===== config.mk =====
export PLATFORM = sky130hd
export DESIGN_NAME = uart_core
export DESIGN_NICKNAME = d
export VERILOG_FILES = /design/src/rtl/uart_pkg.sv /design/src/rtl/uart_tx.sv /design/src/rtl/uart_core.sv
export SDC_FILE = /design/constraint.sdc
export NUM_CORES = 1
export LEC_CHECK = 0
export CAP_MARGIN = 20
export CORE_MARGIN = 5
export CORE_UTILIZATION = 51
export DETAILED_ROUTE_END_ITERATION = 7
export HOLD_SLACK_MARGIN = 0.03
export PLACE_DENSITY_LB_ADDON = 0.08
export SETUP_SLACK_MARGIN = 0.1
export SLEW_MARGIN = 20
export SYNTH_ARGS = -nofsm -noshare
export SYNTH_HDL_FRONTEND = slang
export SYNTH_SLANG_ARGS = --single-unit

===== constraint.sdc =====
create_clock -name clk -period 1.7 [get_ports clk]
set_input_delay 0.51 -clock clk [delete_from_list [all_inputs] [get_ports clk]]
set_output_delay 0.51 -clock clk [all_outputs]
set_load 0.02 [all_outputs]

===== src/rtl/uart_pkg.sv =====
// rtl/uart_pkg.sv - shared UART state encodings, parity modes and parity helper
package uart_pkg;

  localparam int PARITY_NONE = 0;
  localparam int PARITY_ODD  = 1;
  localparam int PARITY_EVEN = 2;

  typedef enum logic [2:0] {
    RX_IDLE,
    RX_START,
    RX_DATA,
    RX_PARITY,
    RX_STOP,
    RX_BREAK,
    RX_ERROR
  } rx_state_t;

  typedef enum logic [2:0] {
    TX_IDLE,
    TX_START,
    TX_DATA,
    TX_PARITY,
    TX_STOP
  } tx_state_t;

  // Parity bit that goes on the wire for the given data (zero-extended to 8 bits).
  function automatic logic parity_bit(input logic [7:0] data, input int mode);
    case (mode)
      PARITY_ODD:  return ~^data;
      PARITY_EVEN: return ^data;
      default:     return 1'b0;
    endcase
  endfunction

endpackage


===== src/rtl/uart_tx.sv =====
// rtl/uart_tx.sv - UART transmitter: frame FSM, bit divider and data shifter
module uart_tx
  import uart_pkg::*;
#(
  parameter int CLK_DIV   = 16,
  parameter int DATA_BITS = 8,
  parameter int PARITY    = 0,
  parameter int STOP_BITS = 1
) (
  input  logic                 clk,
  input  logic                 rst_n,
  input  logic                 tx_valid,
  input  logic [DATA_BITS-1:0] tx_data,
  output logic                 tx_ready,
  output logic                 tx
);

  localparam int CW = $clog2(CLK_DIV) + 1;
  localparam logic [CW-1:0] CNT_MAX = CW'(CLK_DIV - 1);

  tx_state_t            state_q, state_d;
  logic [CW-1:0]        cnt;
  logic [3:0]           bit_cnt;
  logic [DATA_BITS-1:0] shift;
  logic                 par;
  logic                 done;
  logic                 tx_d;

  assign done     = (cnt == CNT_MAX);
  assign tx_ready = (state_q == TX_IDLE);

  // State register.
  always_ff @(posedge clk or negedge rst_n) begin
    if (!rst_n) state_q <= TX_IDLE;
    else        state_q <= state_d;
  end

  // Next state, and the line level for the coming cycle so tx can be registered.
  always_comb begin
    state_d = state_q;
    tx_d    = 1'b1;
    case (state_q)
      TX_IDLE:   if (tx_valid) state_d = TX_START;
      TX_START:  if (done) state_d = TX_DATA;
      TX_DATA:   if (done && bit_cnt == 4'(DATA_BITS - 1))
                   state_d = (PARITY != PARITY_NONE) ? TX_PARITY : TX_STOP;
      TX_PARITY: if (done) state_d = TX_STOP;
      TX_STOP:   if (done && bit_cnt == 4'(STOP_BITS - 1)) state_d = TX_IDLE;
      default:   state_d = TX_IDLE;
    endcase
    case (state_d)
      TX_START:  tx_d = 1'b0;
      TX_DATA:   tx_d = (state_q == TX_DATA && done) ? shift[1] : shift[0];
      TX_PARITY: tx_d = par;
      default:   tx_d = 1'b1;
    endcase
  end

  // Divider, bit counter, shifter and registered line output.
  always_ff @(posedge clk or negedge rst_n) begin
    if (!rst_n) begin
      cnt     <= '0;
      bit_cnt <= '0;
      shift   <= '0;
      par     <= 1'b0;
      tx      <= 1'b1;
    end else begin
      tx <= tx_d;
      if (state_q == TX_IDLE) begin
        cnt     <= '0;
        bit_cnt <= '0;
        if (tx_valid) begin
          shift <= tx_data;
          par   <= parity_bit(8'(tx_data), PARITY);
        end
      end else begin
        cnt <= done ? '0 : cnt + CW'(1);
        if (done) begin
          bit_cnt <= (state_d != state_q) ? 4'd0 : bit_cnt + 4'd1;
          if (state_q == TX_DATA) shift <= shift >> 1;
        end
      end
    end
  end

endmodule


===== src/rtl/uart_core.sv =====
// rtl/uart_core.sv - full-duplex UART top (RX, synchroniser, host side); UART_RX_MAJORITY_EN selects 2-of-3 RX voting
module uart_core
  import uart_pkg::*;
#(
  parameter int CLK_DIV   = 16,
  parameter int DATA_BITS = 8,
  parameter int PARITY    = 0,
  parameter int STOP_BITS = 1
) (
  input  logic                 clk,
  input  logic                 rst_n,
  input  logic                 rx,
  output logic                 tx,
  input  logic                 tx_valid,
  input  logic [DATA_BITS-1:0] tx_data,
  output logic                 tx_ready,
  output logic                 rx_valid,
  output logic [DATA_BITS-1:0] rx_data,
  input  logic                 rx_ready,
  output logic                 rx_parity_err,
  output logic                 rx_frame_err,
  output logic                 rx_overrun,
  output logic                 rx_break
);

  localparam int CW = $clog2(CLK_DIV) + 1;
  localparam logic [CW-1:0] CNT_MAX = CW'(CLK_DIV - 1);
  // Decision point is one clock after the nominal mid-bit sample so the
  // +1 neighbour is available for voting; non-voting builds use the delayed copy.
  localparam logic [CW-1:0] CNT_PRESET = CW'(CLK_DIV / 2 - 1);

  logic rx_meta, rx_sync, rx_d1, rx_bit;

`ifdef UART_RX_MAJORITY_EN
  logic rx_d2;

  // Synchroniser plus two-deep history for the 3-sample vote.
  always_ff @(posedge clk or negedge rst_n) begin
    if (!rst_n) begin
      rx_meta <= 1'b1;
      rx_sync <= 1'b1;
      rx_d1   <= 1'b1;
      rx_d2   <= 1'b1;
    end else begin
      rx_meta <= rx;
      rx_sync <= rx_meta;
      rx_d1   <= rx_sync;
      rx_d2   <= rx_d1;
    end
  end

  assign rx_bit = (rx_d2 & rx_d1) | (rx_d2 & rx_sync) | (rx_d1 & rx_sync);
`else
  // Synchroniser plus one-cycle history holding the mid-bit sample.
  always_ff @(posedge clk or negedge rst_n) begin
    if (!rst_n) begin
      rx_meta <= 1'b1;
      rx_sync <= 1'b1;
      rx_d1   <= 1'b1;
    end else begin
      rx_meta <= rx;
      rx_sync <= rx_meta;
      rx_d1   <= rx_sync;
    end
  end

  assign rx_bit = rx_d1;
`endif

  rx_state_t            rx_q, rx_n;
  logic [CW-1:0]        rx_cnt;
  logic [3:0]           rx_bits;
  logic [DATA_BITS-1:0] rx_shift;
  logic                 rx_par;
  logic                 sample;
  logic                 deliver, deliver_q;
  logic                 frame_err_n, break_n;

  assign sample = (rx_cnt == CNT_MAX);

  // RX state register.
  always_ff @(posedge clk or negedge rst_n) begin
    if (!rst_n) rx_q <= RX_IDLE;
    else        rx_q <= rx_n;
  end

  // RX next state and event strobes.
  always_comb begin
    rx_n        = rx_q;
    deliver     = 1'b0;
    frame_err_n = 1'b0;
    break_n     = 1'b0;
    case (rx_q)
      RX_IDLE:   if (!rx_sync) rx_n = RX_START;
      RX_START:  if (sample) rx_n = rx_bit ? RX_IDLE : RX_DATA;
      RX_DATA:   if (sample && rx_bits == 4'(DATA_BITS - 1))
                   rx_n = (PARITY != PARITY_NONE) ? RX_PARITY : RX_STOP;
      RX_PARITY: if (sample) rx_n = RX_STOP;
      RX_STOP: begin
        if (sample) begin
          if (rx_bit) begin
            rx_n    = RX_IDLE;
            deliver = 1'b1;
          end else if (rx_shift == '0 && !rx_par) begin
            rx_n = RX_BREAK;
          end else begin
            rx_n        = RX_ERROR;
            frame_err_n = 1'b1;
          end
        end
      end
      RX_BREAK: begin
        if (rx_sync) begin
          rx_n    = RX_IDLE;
          break_n = 1'b1;
        end
      end
      RX_ERROR:  if (rx_sync) rx_n = RX_IDLE;
      default:   rx_n = RX_IDLE;
    endcase
  end

  // RX divider, bit counter, data shifter and parity capture.
  always_ff @(posedge clk or negedge rst_n) begin
    if (!rst_n) begin
      rx_cnt   <= '0;
      rx_bits  <= '0;
      rx_shift <= '0;
      rx_par   <= 1'b0;
    end else begin
      if (rx_q == RX_IDLE) begin
        rx_cnt  <= CNT_PRESET;
        rx_bits <= '0;
      end else begin
        rx_cnt <= sample ? '0 : rx_cnt + CW'(1);
      end
      if (rx_q == RX_START) rx_par <= 1'b0;
      if (sample && rx_q == RX_DATA) begin
        rx_shift <= {rx_bit, rx_shift[DATA_BITS-1:1]};
        rx_bits  <= rx_bits + 4'd1;
      end
      if (sample && rx_q == RX_PARITY) rx_par <= rx_bit;
    end
  end

  // Host side: hold a byte until consumed; a fresh byte wins over a same-cycle clear.
  always_ff @(posedge clk or negedge rst_n) begin
    if (!rst_n) begin
      deliver_q     <= 1'b0;
      rx_valid      <= 1'b0;
      rx_data       <= '0;
      rx_parity_err <= 1'b0;
      rx_frame_err  <= 1'b0;
      rx_overrun    <= 1'b0;
      rx_break      <= 1'b0;
    end else begin
      deliver_q    <= deliver;
      rx_frame_err <= frame_err_n;
      rx_break     <= break_n;
      rx_overrun   <= 1'b0;
      if (deliver_q && rx_valid && !rx_ready) begin
        rx_overrun <= 1'b1;
      end else if (deliver_q) begin
        rx_valid      <= 1'b1;
        rx_data       <= rx_shift;
        rx_parity_err <= (PARITY != PARITY_NONE) &&
                         (rx_par != parity_bit(8'(rx_shift), PARITY));
      end else if (rx_valid && rx_ready) begin
        rx_valid <= 1'b0;
      end
    end
  end

  uart_tx #(
    .CLK_DIV  (CLK_DIV),
    .DATA_BITS(DATA_BITS),
    .PARITY   (PARITY),
    .STOP_BITS(STOP_BITS)
  ) u_tx (
    .clk     (clk),
    .rst_n   (rst_n),
    .tx_valid(tx_valid),
    .tx_data (tx_data),
    .tx_ready(tx_ready),
    .tx      (tx)
  );

endmodule


==> results of run 1 <==
==> placed cells by master (no fill, tap or decap), types with 9 or more instances in the layout <==
cell             netlist  routed
buf_4                  2      44
buf_6                  1      11
clkbuf_8               0      11
clkdlybuf4s50_1        0      10
dfrtp_1               54      54
dlygate4sd2_1          0      13
mux2_2                32      14
mux2_4                 1      19
nand2_1               18      17
nand3_1                9       9
nor2_1                19      17
==> routing by layer <==
layer  vias to the layer above  share of wire  global-route usage
met3                         9          0.030              0.0396
met2                        32           0.48               0.252
li1                       1015              -                   -
met5                         -              0                   0
met1                      1043           0.48               0.232
met4                         0          0.016              0.0802
==> stage by stage <==
| step | utilization | instances | cell area, sq um | power [mW] |
|---|---|---|---|---|
| after floorplan | - | 236 | 2850 | 2.98 |
| after global placement | 0.656 | 351 | 3390 | 3.56 |
| after detailed placement | 0.656 | 351 | 3390 | 3.60 |
| after CTS | 0.718 | 374 | 3710 | 5.01 |
| after global routing | 0.761 | 395 | 3940 | 5.58 |
| final | 0.761 | 395 | 3940 | 5.25 |
==> what timing repair did <==
item                                    CTS  global route
setup buffers                             7            23
endpoints found under the setup margin   39            28
hold buffers                              0             0
pin swaps                                 9            16
gates resized for setup                  50            19
==> flip-flops by register name, summed over array words and instances (netlist names), 3 cells and up <==
name          flops
rx_bits           4
rx_cnt            5
rx_data           8
rx_q              3
rx_shift          8
u_tx.bit_cnt      4
u_tx.cnt          5
u_tx.shift        8
u_tx.state_q      3
==> cells in the mapped netlist (5+ instances only) <==
cell type,count
nand3_1,9
nor2_1,19
inv_1,5
o21ai_0,12
nor3_1,8
nand2_1,18
buf_2,5
a21oi_1,6
ha_1,5
dfrtp_1,54
mux2_2,32
==> worst max-delay path, cell delays in order (launching register included) <==
cell	delay [ps]
dfrtp_1	390
ha_4	160
nand4b_4	110
nor4b_4	300
buf_4	190
mux2_4	290
a22o_1	200
==> cell type report <==
cell class	count	area, sq um
flip-flops and latches	58	1460
multi-input cells	162	1420
fillers	329	1240
repair buffers	84	753
clock buffers	14	163
well taps	70	87.6
clock inverters	2	35.0
inverters	5	18.8
==> kinds of logic (layout without fill, tap and decap cells) <==
group	after synthesis	after routing	synth area share
flip-flops	58	58	0.530
XOR/XNOR	4	4	0.0128
AND/OR/NAND/NOR	80	80	0.166
other	1	1	0.00136
adder cells (fa/ha/maj)	5	5	0.0228
buffers and inverters	16	105	0.0296
multiplexers	37	37	0.151
AO/OA/AOI/OAI	35	35	0.0865
==> worst max path at each step <==
stage          cells after the start       endpoint
2_1_floorplan                      5     rx_bits[3]
3_3_place_gp                       6  u_tx.shift[1]
3_5_place_dp                       6  u_tx.shift[5]
4_1_cts                            6     rx_bits[3]
5_1_grt                            6     rx_bits[3]
6_report                           6     rx_bits[3]
==> power by group through the flow <==
stage          logic, mW  registers, mW  clock network (mW)
2_1_floorplan       1.11           1.87                   0
3_3_place_gp        1.66           1.90                   0
3_5_place_dp        1.70           1.90                   0
4_1_cts             1.84           1.89                1.29
5_1_grt             2.30           1.92                1.36
6_report            2.09           1.89                1.26
==> flow_metrics.tcl, run 1 <==
set metrics [dict create \
    async_reset_ff_frac 1.00 \
    combPwrFrac 0.399 \
    synth_area_sq_mm 0.00275 \
    clock_latency_ps 330 \
    drive_above_1_share 0.428 \
    setup_tns_ps -96.2 \
    cts_tree "done" \
    clock_sinks 58 \
    setup_viol 3 \
    hold_viol 0 \
    numCtsBuffers 9 \
    fin_ws_ps -62.2 \
    antenna_found_initial 0 \
    skew_ps 6.92 \
    cp.required_ps 1910 \
    cts_buffer_depth 2 \
    grt_pass1_wl_um 9490 \
    reg2reg_to "rx_bits[3]" \
    finalWirelength_um 5790 \
    synth-seq-cells 58 \
    yosysTopAreaCell "dfrtp_1" \
    min_path_type "primary input to asynchronous set/reset pin" \
    port_buffers 26 \
    syn_inst 236 \
    max-vdd-ir-drop_uv 975 \
    crit_path_start_kind "flop" \
    vias 2099 \
    die_h_um 83.4 \
    criticalPathCategory "flop to flop" \
    rsz0062_at_grt "yes" \
    ff2ff_setup_slack_ps -60 \
    syn_to_final_growth_pct 43.2 \
    synth_ff_type "dfrtp_1" \
    drtIter0Drc 92 \
    critPathMaxFanout 4 \
    violations "negative setup slack" \
    max-cap-violations 0 \
    rows 26 \
    yosysUniqueCellTypes 50 \
    fin_nets 338 \
    root_buffer "clkbuf_8" \
    min_period_over_period 1.04 \
    setup.worst_path.end_class "flop" \
    diodes 0 \
    drv_slew 0 \
    hpwlAfterDp_um 3560 \
    vias_per_cell 5.31 \
    ys_top_cells_by_area "dfrtp_1, mux2_2, dfstp_2" \
    io_pins 28 \
    ant_nets 0 \
    start_util 0.531 \
    grt_max_degree 59 \
    pwr-share-seq 0.360 \
    pwr-share-clk 0.241 \
    coreArea_sq_mm 0.00517 \
    fmax_mhz 567 \
    synth_area_per_cell_sq_um 11.6 \
    path_clk_slew_ps 60 \
    syn_nets 254 \
    gp_congestion 0.803 \
    p_leak_nw 1.86 \
    die-area_sq_mm 0.00696 \
    power_density_mw_per_mm2 1330 \
    yosys_warnings 0 \
    synth_edf_count 0 \
    outcome "finished, violations left" \
    avgRoutedWirePerCell_um 14.7 \
    overflow 0 \
    reg2reg_depth 6 \
    netSwitchingFraction 0.314 \
    cp-startpoint "rx_cnt[0]" \
    htreeDepth 3 \
    fin_crit_ps 1760 \
    drc 0 \
    arrival_ps 1980 \
    relSlewSlack 0.644 \
    grt_pass1_vias 2057 \
    globalRouteTotalUtil 0.169 \
    reg2reg_from "rx_cnt[0]" \
    timing.hold.ws_ps 178 \
    place_ws_ps -410 \
    first_pass_iters 4 \
    synth-seq-area-share 0.530 \
    p_int_mw 3.60 \
    synth_top_cell_area_share 0.492 \
    die_x_um 83.4 \
    switchingPower_mw 1.65 \
    tightest_slew_ps 530 \
]
Power figures use the tool's default switching activity.
==> inputs of run 2 (changes only) <==
--- a/config.mk
+++ b/config.mk
@@ -8,6 +8,7 @@
 export CAP_MARGIN = 20
 export CORE_MARGIN = 5
 export CORE_UTILIZATION = 51
+export CTS_CLUSTER_DIAMETER = 150
 export DETAILED_ROUTE_END_ITERATION = 7
 export HOLD_SLACK_MARGIN = 0.03
 export PLACE_DENSITY_LB_ADDON = 0.08
==> results of run 2 <==
The final DEF is identical to that of run 1; final timing and power are the same.
